===== src/rtl/decl_stmt_check_pkg.sv =====
// Shared types and character-class helpers for the declaration-statement checker.
// The ARR_* states exist only when ARRAY_DECL_EN is defined.
package decl_stmt_check_pkg;

   typedef enum logic [3:0] {
      ST_IDLE    = 4'd0,
      ST_KW      = 4'd1,
      ST_KW_SP   = 4'd2,
      ST_PRE_ID  = 4'd3,
      ST_ID      = 4'd4,
      ST_POST_ID = 4'd5,
      ST_ERR     = 4'd6
`ifdef ARRAY_DECL_EN
      ,
      ST_ARR_NUM = 4'd7,
      ST_ARR_END = 4'd8
`endif
   } state_t;

   localparam logic [7:0] CH_SPACE = 8'h20;
   localparam logic [7:0] CH_TAB   = 8'h09;
   localparam logic [7:0] CH_CR    = 8'h0D;
   localparam logic [7:0] CH_LF    = 8'h0A;
   localparam logic [7:0] CH_COMMA = 8'h2C;
   localparam logic [7:0] CH_SEMI  = 8'h3B;
   localparam logic [7:0] CH_LBRK  = 8'h5B;
   localparam logic [7:0] CH_RBRK  = 8'h5D;

   function automatic logic is_ws(input logic [7:0] c);
      return (c == CH_SPACE) || (c == CH_TAB) || (c == CH_CR) || (c == CH_LF);
   endfunction

   function automatic logic is_digit(input logic [7:0] c);
      return (c >= 8'h30) && (c <= 8'h39);
   endfunction

   function automatic logic is_id_start(input logic [7:0] c);
      return ((c >= 8'h41) && (c <= 8'h5A)) || ((c >= 8'h61) && (c <= 8'h7A)) || (c == 8'h5F);
   endfunction

   function automatic logic is_id_body(input logic [7:0] c);
      return is_id_start(c) || is_digit(c);
   endfunction

   // Expected character at position pos of "int" (sel_char=0) or "char" (sel_char=1).
   function automatic logic [7:0] kw_char(input logic sel_char, input logic [2:0] pos);
      logic [7:0] c;
      c = 8'h00;
      if (sel_char) begin
         case (pos)
            3'd0: c = 8'h63;
            3'd1: c = 8'h68;
            3'd2: c = 8'h61;
            3'd3: c = 8'h72;
            default: c = 8'h00;
         endcase
      end else begin
         case (pos)
            3'd0: c = 8'h69;
            3'd1: c = 8'h6E;
            3'd2: c = 8'h74;
            default: c = 8'h00;
         endcase
      end
      return c;
   endfunction

endpackage


===== src/rtl/decl_stmt_check_if.sv =====
// Character-in / verdict-out bundle between a character source and the checker.
interface decl_stmt_check_if #(
   parameter int CNT_W = 4
);
   logic [7:0]       in;
   logic             in_valid;
   logic             out;
   logic             bad;
   logic [CNT_W-1:0] var_count;

   modport master (output in, in_valid, input out, bad, var_count);
   modport slave  (input in, in_valid, output out, bad, var_count);
endinterface


===== src/rtl/decl_kw_tracker.sv =====
// Prefix tracker for the keywords "int" and "char"; restarted on the first character
// of each keyword or identifier, advanced on every following one.
module decl_kw_tracker
   import decl_stmt_check_pkg::*;
(
   input  logic       clk,
   input  logic       reset,
   input  logic       start,
   input  logic       step,
   input  logic [7:0] ch,
   output logic       kw_done,
   output logic       kw_fail,
   output logic       is_kw
);

   logic [2:0] pos, pos_n;
   logic       m_int, m_char, n_int, n_char;

   // NOTE: every signal assigned here gets a default first, so no latch is inferred.
   always_comb begin
      pos_n  = pos;
      n_int  = m_int;
      n_char = m_char;
      if (start) begin
         n_int  = (ch == kw_char(1'b0, 3'd0));
         n_char = (ch == kw_char(1'b1, 3'd0));
         pos_n  = 3'd1;
      end else if (step) begin
         n_int  = m_int  && (pos < 3'd3) && (ch == kw_char(1'b0, pos));
         n_char = m_char && (pos < 3'd4) && (ch == kw_char(1'b1, pos));
         pos_n  = (pos == 3'd7) ? pos : pos + 3'd1;
      end
   end

   // NOTE: sequential state uses non-blocking assignments so all registers update together.
   always_ff @(posedge clk or posedge reset) begin
      if (reset) begin
         pos    <= 3'd0;
         m_int  <= 1'b0;
         m_char <= 1'b0;
      end else if (start || step) begin
         pos    <= pos_n;
         m_int  <= n_int;
         m_char <= n_char;
      end
   end

   // kw_done/kw_fail describe the character being consumed; is_kw describes what is already stored.
   assign kw_done = (n_int && (pos_n == 3'd3)) || (n_char && (pos_n == 3'd4));
   assign kw_fail = !(n_int || n_char);
   assign is_kw   = (m_int && (pos == 3'd3)) || (m_char && (pos == 3'd4));

endmodule


===== src/rtl/decl_stmt_check.sv =====
// Byte-serial checker for "<int|char> <decl>{,<decl>};" statements with declarator count.
// Define ARRAY_DECL_EN to accept array declarators of the form name[digits].
module decl_stmt_check
   import decl_stmt_check_pkg::*;
#(
   parameter int MAX_ID_LEN = 16,
   parameter int CNT_W      = 4
) (
   input  logic              clk,
   input  logic              reset,
   decl_stmt_check_if.slave  bus
);

   localparam logic [8:0] MAX_LEN9 = 9'(MAX_ID_LEN);

   state_t           state, state_n;
   logic [7:0]       len;
   logic [8:0]       len_sum;
   logic [CNT_W-1:0] count, var_count_q;
   logic             out_q, bad_q;
   logic             pulse_out, pulse_bad;
   logic             len_load, len_inc, cnt_inc;
   logic             kw_start, kw_step, kw_done, kw_fail, is_kw;
   logic [7:0]       c;
   logic             id_end;
`ifdef ARRAY_DECL_EN
   logic             arr_seen, arr_clear, arr_set;
`endif

   assign c       = bus.in;
   assign len_sum = {1'b0, len} + 9'd1;

`ifdef ARRAY_DECL_EN
   assign id_end = is_ws(c) || (c == CH_COMMA) || (c == CH_SEMI) || (c == CH_LBRK);
`else
   assign id_end = is_ws(c) || (c == CH_COMMA) || (c == CH_SEMI);
`endif

   decl_kw_tracker u_kw (
      .clk     (clk),
      .reset   (reset),
      .start   (kw_start),
      .step    (kw_step),
      .ch      (c),
      .kw_done (kw_done),
      .kw_fail (kw_fail),
      .is_kw   (is_kw)
   );

   always_comb begin
      state_n   = state;
      pulse_out = 1'b0;
      pulse_bad = 1'b0;
      len_load  = 1'b0;
      len_inc   = 1'b0;
      cnt_inc   = 1'b0;
      kw_start  = 1'b0;
      kw_step   = 1'b0;
`ifdef ARRAY_DECL_EN
      arr_clear = 1'b0;
      arr_set   = 1'b0;
`endif
      if (bus.in_valid) begin
         case (state)
            ST_IDLE: begin
               if (is_ws(c) || (c == CH_SEMI)) state_n = ST_IDLE;
               else if ((c == kw_char(1'b0, 3'd0)) || (c == kw_char(1'b1, 3'd0))) begin
                  kw_start = 1'b1;
                  state_n  = ST_KW;
               end else state_n = ST_ERR;
            end
            ST_KW: begin
               kw_step = 1'b1;
               if (kw_fail)      state_n = ST_ERR;
               else if (kw_done) state_n = ST_KW_SP;
            end
            ST_KW_SP: state_n = is_ws(c) ? ST_PRE_ID : ST_ERR;
            ST_PRE_ID: begin
               if (is_id_start(c)) begin
                  kw_start = 1'b1;
                  len_load = 1'b1;
                  cnt_inc  = 1'b1;
                  state_n  = ST_ID;
               end else if (!is_ws(c)) state_n = ST_ERR;
            end
            ST_ID: begin
               if (is_id_body(c)) begin
                  kw_step = 1'b1;
                  len_inc = 1'b1;
                  if (len_sum > MAX_LEN9) state_n = ST_ERR;
               end else if (id_end && !is_kw) begin
                  if (is_ws(c))            state_n = ST_POST_ID;
                  else if (c == CH_COMMA)  state_n = ST_PRE_ID;
                  else if (c == CH_SEMI) begin
                     state_n   = ST_IDLE;
                     pulse_out = 1'b1;
                  end
`ifdef ARRAY_DECL_EN
                  else begin
                     arr_clear = 1'b1;
                     state_n   = ST_ARR_NUM;
                  end
`endif
               end else state_n = ST_ERR;
            end
`ifdef ARRAY_DECL_EN
            ST_ARR_NUM: begin
               if (is_digit(c))                        arr_set = 1'b1;
               else if ((c == CH_RBRK) && arr_seen)     state_n = ST_ARR_END;
               else                                     state_n = ST_ERR;
            end
            ST_POST_ID, ST_ARR_END: begin
`else
            ST_POST_ID: begin
`endif
               if (c == CH_COMMA) state_n = ST_PRE_ID;
               else if (c == CH_SEMI) begin
                  state_n   = ST_IDLE;
                  pulse_out = 1'b1;
               end else if (!is_ws(c)) state_n = ST_ERR;
            end
            ST_ERR:  state_n = ST_ERR;
            default: state_n = ST_ERR;
         endcase
         // A ';' that would land in ERR terminates the statement as rejected.
         if ((c == CH_SEMI) && (state_n == ST_ERR)) begin
            state_n   = ST_IDLE;
            pulse_bad = 1'b1;
         end
      end
   end

   // NOTE: reset clears every register here; this block holds no memory arrays.
   always_ff @(posedge clk or posedge reset) begin
      if (reset) begin
         state       <= ST_IDLE;
         len         <= 8'd0;
         count       <= '0;
         var_count_q <= '0;
         out_q       <= 1'b0;
         bad_q       <= 1'b0;
      end else begin
         out_q <= pulse_out;
         bad_q <= pulse_bad;
         if (pulse_out) var_count_q <= count;
         if (bus.in_valid) begin
            state <= state_n;
            if (state_n == ST_IDLE) begin
               len   <= 8'd0;
               count <= '0;
            end else begin
               if (len_load)     len <= 8'd1;
               else if (len_inc) len <= len_sum[8] ? 8'hFF : len_sum[7:0];
               if (cnt_inc && (count != '1)) count <= count + CNT_W'(1);
            end
         end
      end
   end

`ifdef ARRAY_DECL_EN
   always_ff @(posedge clk or posedge reset) begin
      if (reset)                          arr_seen <= 1'b0;
      else if (bus.in_valid && arr_clear) arr_seen <= 1'b0;
      else if (bus.in_valid && arr_set)   arr_seen <= 1'b1;
   end
`endif

   assign bus.out       = out_q;
   assign bus.bad       = bad_q;
   assign bus.var_count = var_count_q;

endmodule

===== src/flat_wrapper.sv =====
// flat-port wrapper written by rule: the top's interface ports become plain ports
module decl_stmt_check_flat import decl_stmt_check_pkg::*;
#(
   parameter int MAX_ID_LEN = 16,
   parameter int CNT_W      = 4
)
  (clk, reset, bus_in, bus_in_valid, bus_out, bus_bad, bus_var_count);
  decl_stmt_check_if #(.CNT_W(CNT_W)) bus_i ();
  input  logic clk;
  input  logic reset;
  input wire logic [$bits(bus_i.in)-1:0] bus_in;
  input wire logic [$bits(bus_i.in_valid)-1:0] bus_in_valid;
  output wire logic [$bits(bus_i.out)-1:0] bus_out;
  output wire logic [$bits(bus_i.bad)-1:0] bus_bad;
  output wire logic [$bits(bus_i.var_count)-1:0] bus_var_count;
  assign bus_i.in = bus_in;
  assign bus_i.in_valid = bus_in_valid;
  assign bus_out = bus_i.out;
  assign bus_bad = bus_i.bad;
  assign bus_var_count = bus_i.var_count;
  decl_stmt_check #(.MAX_ID_LEN(MAX_ID_LEN), .CNT_W(CNT_W)) u_core (.clk(clk), .reset(reset), .bus(bus_i));
endmodule

===== config.mk =====
export PLATFORM = sky130hd
export DESIGN_NAME = decl_stmt_check_flat
export DESIGN_NICKNAME = d
export VERILOG_FILES = /design/src/rtl/decl_stmt_check_pkg.sv /design/src/rtl/decl_stmt_check_if.sv /design/src/rtl/decl_kw_tracker.sv /design/src/rtl/decl_stmt_check.sv /design/src/flat_wrapper.sv
export SDC_FILE = /design/constraint.sdc
export NUM_CORES = 1
export LEC_CHECK = 0
export ABC_AREA = 0
export ABC_CLOCK_PERIOD_IN_PS = 4830
export BUFFER_PORTS_ARGS = -buffer_cell sky130_fd_sc_hd__buf_4
export CAP_MARGIN = 10
export CORE_MARGIN = 1.5
export CORE_UTILIZATION = 35
export CTS_BUF_LIST = sky130_fd_sc_hd__clkbuf_16
export DETAILED_ROUTE_END_ITERATION = 10
export PLACE_DENSITY = 0.52
export SYNTH_ARGS = -nofsm -noshare
export SYNTH_HDL_FRONTEND = slang
export SYNTH_HIERARCHICAL = 1
export SYNTH_SLANG_ARGS = --single-unit

===== constraint.sdc =====
create_clock -name clk -period 4.83 [get_ports clk]
set_input_delay 0.483 -clock clk [delete_from_list [all_inputs] [get_ports clk]]
set_output_delay 0.483 -clock clk [all_outputs]
set_load 0.02 [all_outputs]

**Word level (Yosys, flattened, before mapping)**

Index checks and enable logic that the tools add are counted.

- $add $sub $neg: 3
- $lt $le $gt $ge: 9
- Eq/ne operators: 25
- Multiplexer cells: 59
- Reduce and logical (&&, ||, !) cells: 36

Operators with widths:

| operator | count |
|---|---|
| $mux 4 | 18 |
| $mux 8 | 8 |
| $pmux 7 s4 | 1 |
| $eq 8x4->1 const B | 3 |
| $eq 8x6->1 const B | 3 |
| $eq 8x7->1 const B | 3 |
| $pmux 4 s6 | 1 |
| $mux 1 | 22 |
| $pmux 7 s3 | 1 |
| $eq 8x8->1 | 2 |
| $ge 8x7->1 const B | 2 |
| $le 8x7->1 const B | 2 |
| $mux 3 | 5 |
| $logic_and 1x1->1 | 14 |
| $logic_or 1x1->1 | 14 |
| $eq 4x3->1 const B | 3 |
| $add 8x1->9 const B | 1 |
| $eq 3x2->1 const B | 3 |
| $eq 3x3->1 const B | 3 |
| $gt 9x5->1 const B | 1 |
| $eq 4x2->1 const B | 2 |
| $ge 8x6->1 const B | 1 |
| $le 8x6->1 const B | 1 |
| $logic_not 4->1 | 2 |
| other kinds (13) | 16 |

- Bits in registers: 27
- Input port bits: 11
- Output and inout port bits: 6
- Word-level logic and storage cells: 141

**Logic depth before layout (Yosys ltp)**

- Word-level depth: 27
- Mapped depth: 21
- Depth with buffers taken out: 19

**Hierarchy**

Netlist, hierarchy kept.

Modules (own cells, without submodules):

| module | instances | cells each | area an instance (sq um) | sequential area each (sq um) |
|---|---|---|---|---|
| decl_stmt_check | 1 | 205 | 1716.6 | 550.5 |
| decl_kw_tracker | 1 | 80 | 650.6 | 125.1 |

**Least setup slack after synthesis**

OpenSTA, ideal clock, no wires.

- Path kind: in2reg
- From: in bus_in[2]
- To: reg u_core.count[0]
- Library setup time: 0.125 ns
- Data arrival time: 4.115 ns
- Required time: 4.705 ns
- Slack: 0.590 ns
- Stages on the path: 21
- Path buffers: 2
- Cells stage by stage: clkbuf_1 > and4b_1 > nor3_1 > nor2_1 > and4b_1 > nor2_1 > nor2_1 > nand2_1 > or4_4 > o41ai_2 > a21o_4 > nor2_1 > nor2_1 > nor3_1 > a211oi_1 > o21ai_0 > or3_4 > o31ai_4 > buf_4 > a21oi_2 > mux2_4

- Elaborated cells between the ends (all ways): 80
- Classes of those cells: order compare: 6; eq/ne: 14; mux: 35; reduce/logical: 25

RTL lines:

| element | RTL line | source |
|---|---|---|
| from (decl) | flat_wrapper.sv:11 | `input wire logic [$bits(bus_i.in)-1:0] bus_in;` |
| branches (longest 6 deep; another with $ge 8x7->1) | - |  |
| $pmux 1 s2 (*) | decl_stmt_check.sv:64 | `case (state)` |
| $mux 1 (*) | decl_stmt_check.sv:63 | `if (bus.in_valid) begin` |
| net u_core.kw_start | decl_stmt_check.sv:23 | `logic kw_start, kw_step, kw_done, kw_fail, is_kw;` |
| $mux 3 | decl_kw_tracker.sv:24 | `if (start) begin` |
| $eq 3x2->1 or $eq 3x3->1 (tied branches) | decl_kw_tracker.sv:49 | `assign kw_done = (n_int && (pos_n == 3'd3)) \|\| (n_char && (pos_n == 3'd4));` |
| $logic_and 1x1->1 | decl_kw_tracker.sv:49 |  |
| $logic_or 1x1->1 | decl_kw_tracker.sv:49 |  |
| [3 not listed] | - |  |
| $mux 4 (*) | decl_stmt_check.sv:63 |  |
| $eq 4x3->1 | decl_stmt_check.sv:126 | `if ((c == CH_SEMI) && (state_n == ST_ERR)) begin` |
| $logic_and 1x1->1 | decl_stmt_check.sv:126 |  |
| $mux 4 (*) | decl_stmt_check.sv:126 |  |
| $mux 4 (*) | decl_stmt_check.sv:63 |  |
| $logic_not 4->1 (*) | decl_stmt_check.sv:148 | `if (state_n == ST_IDLE) begin` |
| $reduce_bool 2->1 (no line) | - |  |
| $reduce_and 2->1 (no line) | - |  |
| to (signal assigned) | decl_stmt_check.sv:154 | `if (cnt_inc && (count != '1)) count <= count + CNT_W'(1);` |
| to (decl) | decl_stmt_check.sv:19 | `logic [CNT_W-1:0] count, var_count_q;` |

Mark *: on every way through the listed nets, which the timed path passes. The select of a mux whose other input is x is not followed.
A chain may end at the register's enable or synchronous reset.

**Worst setup path after layout**

- From: in bus_in[1]
- To: reg u_core.len[2]

- Elaborated cells between the ends (all ways): 82
- Classes of those cells: order compare: 6; eq/ne: 14; mux: 38; reduce/logical: 24

RTL lines:

| element | RTL line | source |
|---|---|---|
| branches (longest 6 deep; another with $ge 8x7->1) | - |  |
| $pmux 1 s2 (*) | decl_stmt_check.sv:64 |  |
| $mux 1 (*) | decl_stmt_check.sv:63 |  |
| net u_core.kw_start | decl_stmt_check.sv:23 |  |
| $mux 3 | decl_kw_tracker.sv:24 |  |
| $eq 3x2->1 or $eq 3x3->1 (tied branches) | decl_kw_tracker.sv:49 |  |
| $logic_and 1x1->1 | decl_kw_tracker.sv:49 |  |
| $logic_or 1x1->1 (*) | decl_kw_tracker.sv:49 |  |
| net u_core.kw_done | decl_stmt_check.sv:23 |  |
| [3 not listed] | - |  |
| $mux 4 (*) | decl_stmt_check.sv:63 |  |
| $eq 4x3->1 | decl_stmt_check.sv:126 |  |
| $logic_and 1x1->1 | decl_stmt_check.sv:126 |  |
| $mux 4 (*) | decl_stmt_check.sv:126 |  |
| $mux 4 (*) | decl_stmt_check.sv:63 |  |
| $logic_not 4->1 (*) | decl_stmt_check.sv:148 |  |
| $reduce_bool 3->1 (no line) | - |  |
| $reduce_and 2->1 (no line) | - |  |
| to (signal assigned) | decl_stmt_check.sv:153 | `else if (len_inc) len <= len_sum[8] ? 8'hFF : len_sum[7:0];` |
| to (decl) | decl_stmt_check.sv:17 | `logic [7:0] len;` |

Marks and branches as above.

==> results.md <==
- Leading cell types by total area after synthesis: dfrtp_1 (29%), nor2_1 (4.9%), o21ai_0 (4.2%)
- Post-layout nets: 314
- Top cell type's share of synthesized area: 28.5%
- Count of placed standard cells including taps: 368
- Launch instance of the worst register-to-register path: u_core/state[0]$_DFFE_PP0P_
- Class of the worst hold path: input pin to async pin
- Cell with the most instances after synthesis: nor2_1
- Via-per-instance ratio: 6.03
- Number of endpoints failing setup at the final stage: 0
- FF+latch area: 676 µm²
- Yosys Warn Count: 6
- Maximum number of pins on one net before global-route repair: 23
- Setup slack of the worst register-to-register path: 0.62 ns
- Maximum vdd ir drop: 0.173 mV
- Number of fill cells: 675
- Post-detailed-placement half-perimeter wirelength: 4340 µm
- Number of sinks handled by clock tree synthesis: 27
- Area share of fa/ha/maj cells after synthesis: 3.70%
- Data required time of the critical path: 4.99 ns
- Mapped Cells: 285
- Yosys reg bits: 27
- Slew Limit Headroom: 40.8%
- Share of the synthesized area in compound gates (AO/OA/AOI/OAI): 26.7%
- Diode insertion count for antenna repair: 0
- Syn_nets: 303
- Fin crit period: 4.28 ns
- IO Pins: 17
- Die height: 85.2 µm
- Number of buffer and inverter instances along the worst setup path: 1
- Post CTS Setup Buffer Count: 0
- Cell at the root of the clock tree: clkbuf_16
- Setup repair after global routing missed its margin: no
- Dominant combinational cell family by area after synthesis: simple AND/OR/NAND/NOR gates
- CP cell instances: buf_4 -> or4_4 -> o21ai_0 -> nor2_1 -> and4b_1 -> nor2_1 -> nor2_1 -> nor3_1 -> nand3_1 -> o31ai_2 -> a22o_1 -> nor2_1 -> nand3_1 -> o211ai_1 -> a221oi_1 -> nor2_1 -> o31ai_4 -> o21ai_1 -> a2111oi_2
- Number of design rule violations left after detail routing: 0
- Syn avg cell area: 8.31 µm²
- Starting DRT DRC Count: 234
- Gr usage total: 17.3%
- Source-to-sink clock delay at the later pin of the worst-skew pair: 0.26 ns
- Share of the yosys chip area belonging to registers: 28.5%
- Total number of vias: 2,244
- Core outline area: 6460 µm²
- Max Transition Viols Final: 0
- Global-route wire length before repair: 10,400 µm
- Setup clock skew after layout: 0.00394 ns
- Horiz. Die Dim: 85.2 µm
- Layout Cells excl Fill: 372
- Syn Std Cell Area: 2370 µm²
- Leak Pwr: 1.07 nW
- Top cell family by delay on the critical path: compound AO/OA/AOI/OAI gates
- Initial core utilization: 36.7%
- Final worst path period share: 88.6%
- Highest net fanout along the worst path: 11
- Std-Cell Rows: 29
- Crit start category: input pin
- Overall power consumption: 0.850 mW
- Detail-routed net length per standard cell: 16.1 µm
- Clock tree from TritonCTS: built
- Vias in the first global route: 2,179
- CP Class: input pin to flop
- Result of the run: complete, no violations
- Drt pass-1 iters: 5
- Cell Pwr Density: 324 nW/µm²
- Count of buffers from port buffering: 16
- TNS Setup: 0 ns
- Fraction of synthesized area in multiplexers: 2.96%
- Fmax: 234 MHz
- Count of antenna-violating nets left after detailed routing: 0
- Hold Violations, Final: 0
- Slew at the pin closest to its max-slew limit: 0.881 ns
- Share of async-settable or async-resettable flops after synthesis: 100%
- Post-CTS Resized: 0
- Area added between synthesis and finish: 10.7%
- Most Frequent Cell on Critical Path: nor2_1
- Post-Route Utilization: 40.6%
- Post-synth cell types: 73
- Placer congestion estimate: 0.845
- Max-cap violations: 0
- Final WL: 5990 µm
- Number of antenna violations at the first check in global routing: 0
- Simple-gate area share of the yosys netlist: 29.5%
- Flip-flop cell with the highest count after synthesis: dfrtp_1
- Cts-stage hold buffer count: 0
- Number of cell instances on the worst register-to-register path: 17
- Remaining global-route overflow: 0
- Layout cells sized above 1: 16.3%
- Clock transition at path regs: 0.07 ns
- Leading cell types by count after synthesis: nor2_1 (31), dfrtp_1 (27), o21ai_0 (20), nand2_1 (17), nand3_1 (13)
- Post-synthesis xor/xnor area fraction: 2.59%
- Cell with the largest stage delay on the worst path: or4_4
- Die outline area: 7270 µm²
- Maximum level of the CTS H-tree: 1
- Critical path endpoint category: flop
- Data arrival time of the critical path: 4.44 ns
- Critical R2R Capture: u_core/len[2]$_DFFE_PP0P_
- Maximum cell stage delay along the critical path: 0.55 ns
- Count of flip-flops with a built-in enable after synthesis: 0
- Maximum root-to-sink buffer count: 2
- Dominant cell type by area after synthesis: dfrtp_1
- Multi-input gate area: 1550 µm²
- TritonCTS buffer count: 3
## worst max path at each step
stage          startpoint                           to  depth (start not counted)
6_report        bus_in[1]    u_core/len[2]$_DFFE_PP0P_                         19
5_1_grt         bus_in[1]    u_core/len[2]$_DFFE_PP0P_                         19
4_1_cts         bus_in[1]    u_core/len[2]$_DFFE_PP0P_                         19
3_5_place_dp    bus_in[1]    u_core/len[2]$_DFFE_PP0P_                         19
3_3_place_gp    bus_in[1]  u_core/count[0]$_DFFE_PP0P_                         19
2_1_floorplan   bus_in[2]  u_core/count[0]$_DFFE_PP0P_                         21
## cells in the final DEF, fill, tap and decap left out, types with 3 or more instances in the layout
cell type,instances
dfrtp_1,27
xnor2_1,5
and4b_1,3
and3_1,6
inv_1,11
nand2b_1,3
o211ai_1,6
o21ai_0,20
nor2b_1,11
a21oi_1,10
buf_4,23
nor4_1,5
mux2_2,4
nor3_1,12
nand2_1,17
nand3_1,13
clkbuf_16,3
a31oi_1,7
a221oi_1,3
nor2_1,31
nand4_1,3
ha_1,7
## cells by family after synthesis
logic type | after synthesis
xor gates and xnor gates | 7
and+or+nand+nor | 126
buffers and inverters | 28
AOI/OAI and AO/OA | 84
muxes | 6
DFF | 27
adders and majority gates | 7
## registers in the layout, indices dropped and copies added (netlist names)
name,count
u_core/bus.bad,1
u_core/bus.out,1
u_core/bus.var_count,4
u_core/count,4
u_core/len,8
u_core/state,4
u_core/u_kw/m_char,1
u_core/u_kw/m_int,1
u_core/u_kw/pos,3
## layer usage
metal / part of all wire, % / vias up / global-route usage [%] / wire (µm)
li1: - / 1088 / - / -
met1: 49 / 1088 / 25.0 / 2920
met2: 46 / 62 / 27.8 / 2770
met3: 4.3 / 6 / 2.43 / 255
met4: 0.79 / 0 / 2.98 / 47
met5: 0 / - / 0 / 0
## metrics by stage
step                hold WS (ns)  worst slack (ns)  cell area (µm²)
global placement           0.404             0.316             2540
CTS                        0.118             0.550             2620
floorplan                  0.262             0.590             2370
detailed placement         0.406             0.298             2540
finish                     0.118             0.551             2620
global route               0.123             0.131             2620
## area by class of cell
cell class	instances	share of cell area (%)
clock buffer	3	2.86
clock inverter	1	0.334
inverter	11	1.58
multi-input combinational	230	59.2
sequential	27	25.8
tap	77	3.68
timing repair buffer	23	6.59
## where the power goes
group / switching (mW) / internal [mW]
clock network: 0.0837 / 0.115
registers: 0.0539 / 0.256
logic: 0.196 / 0.146
Note: power is estimated with default switching activity, not from simulation.
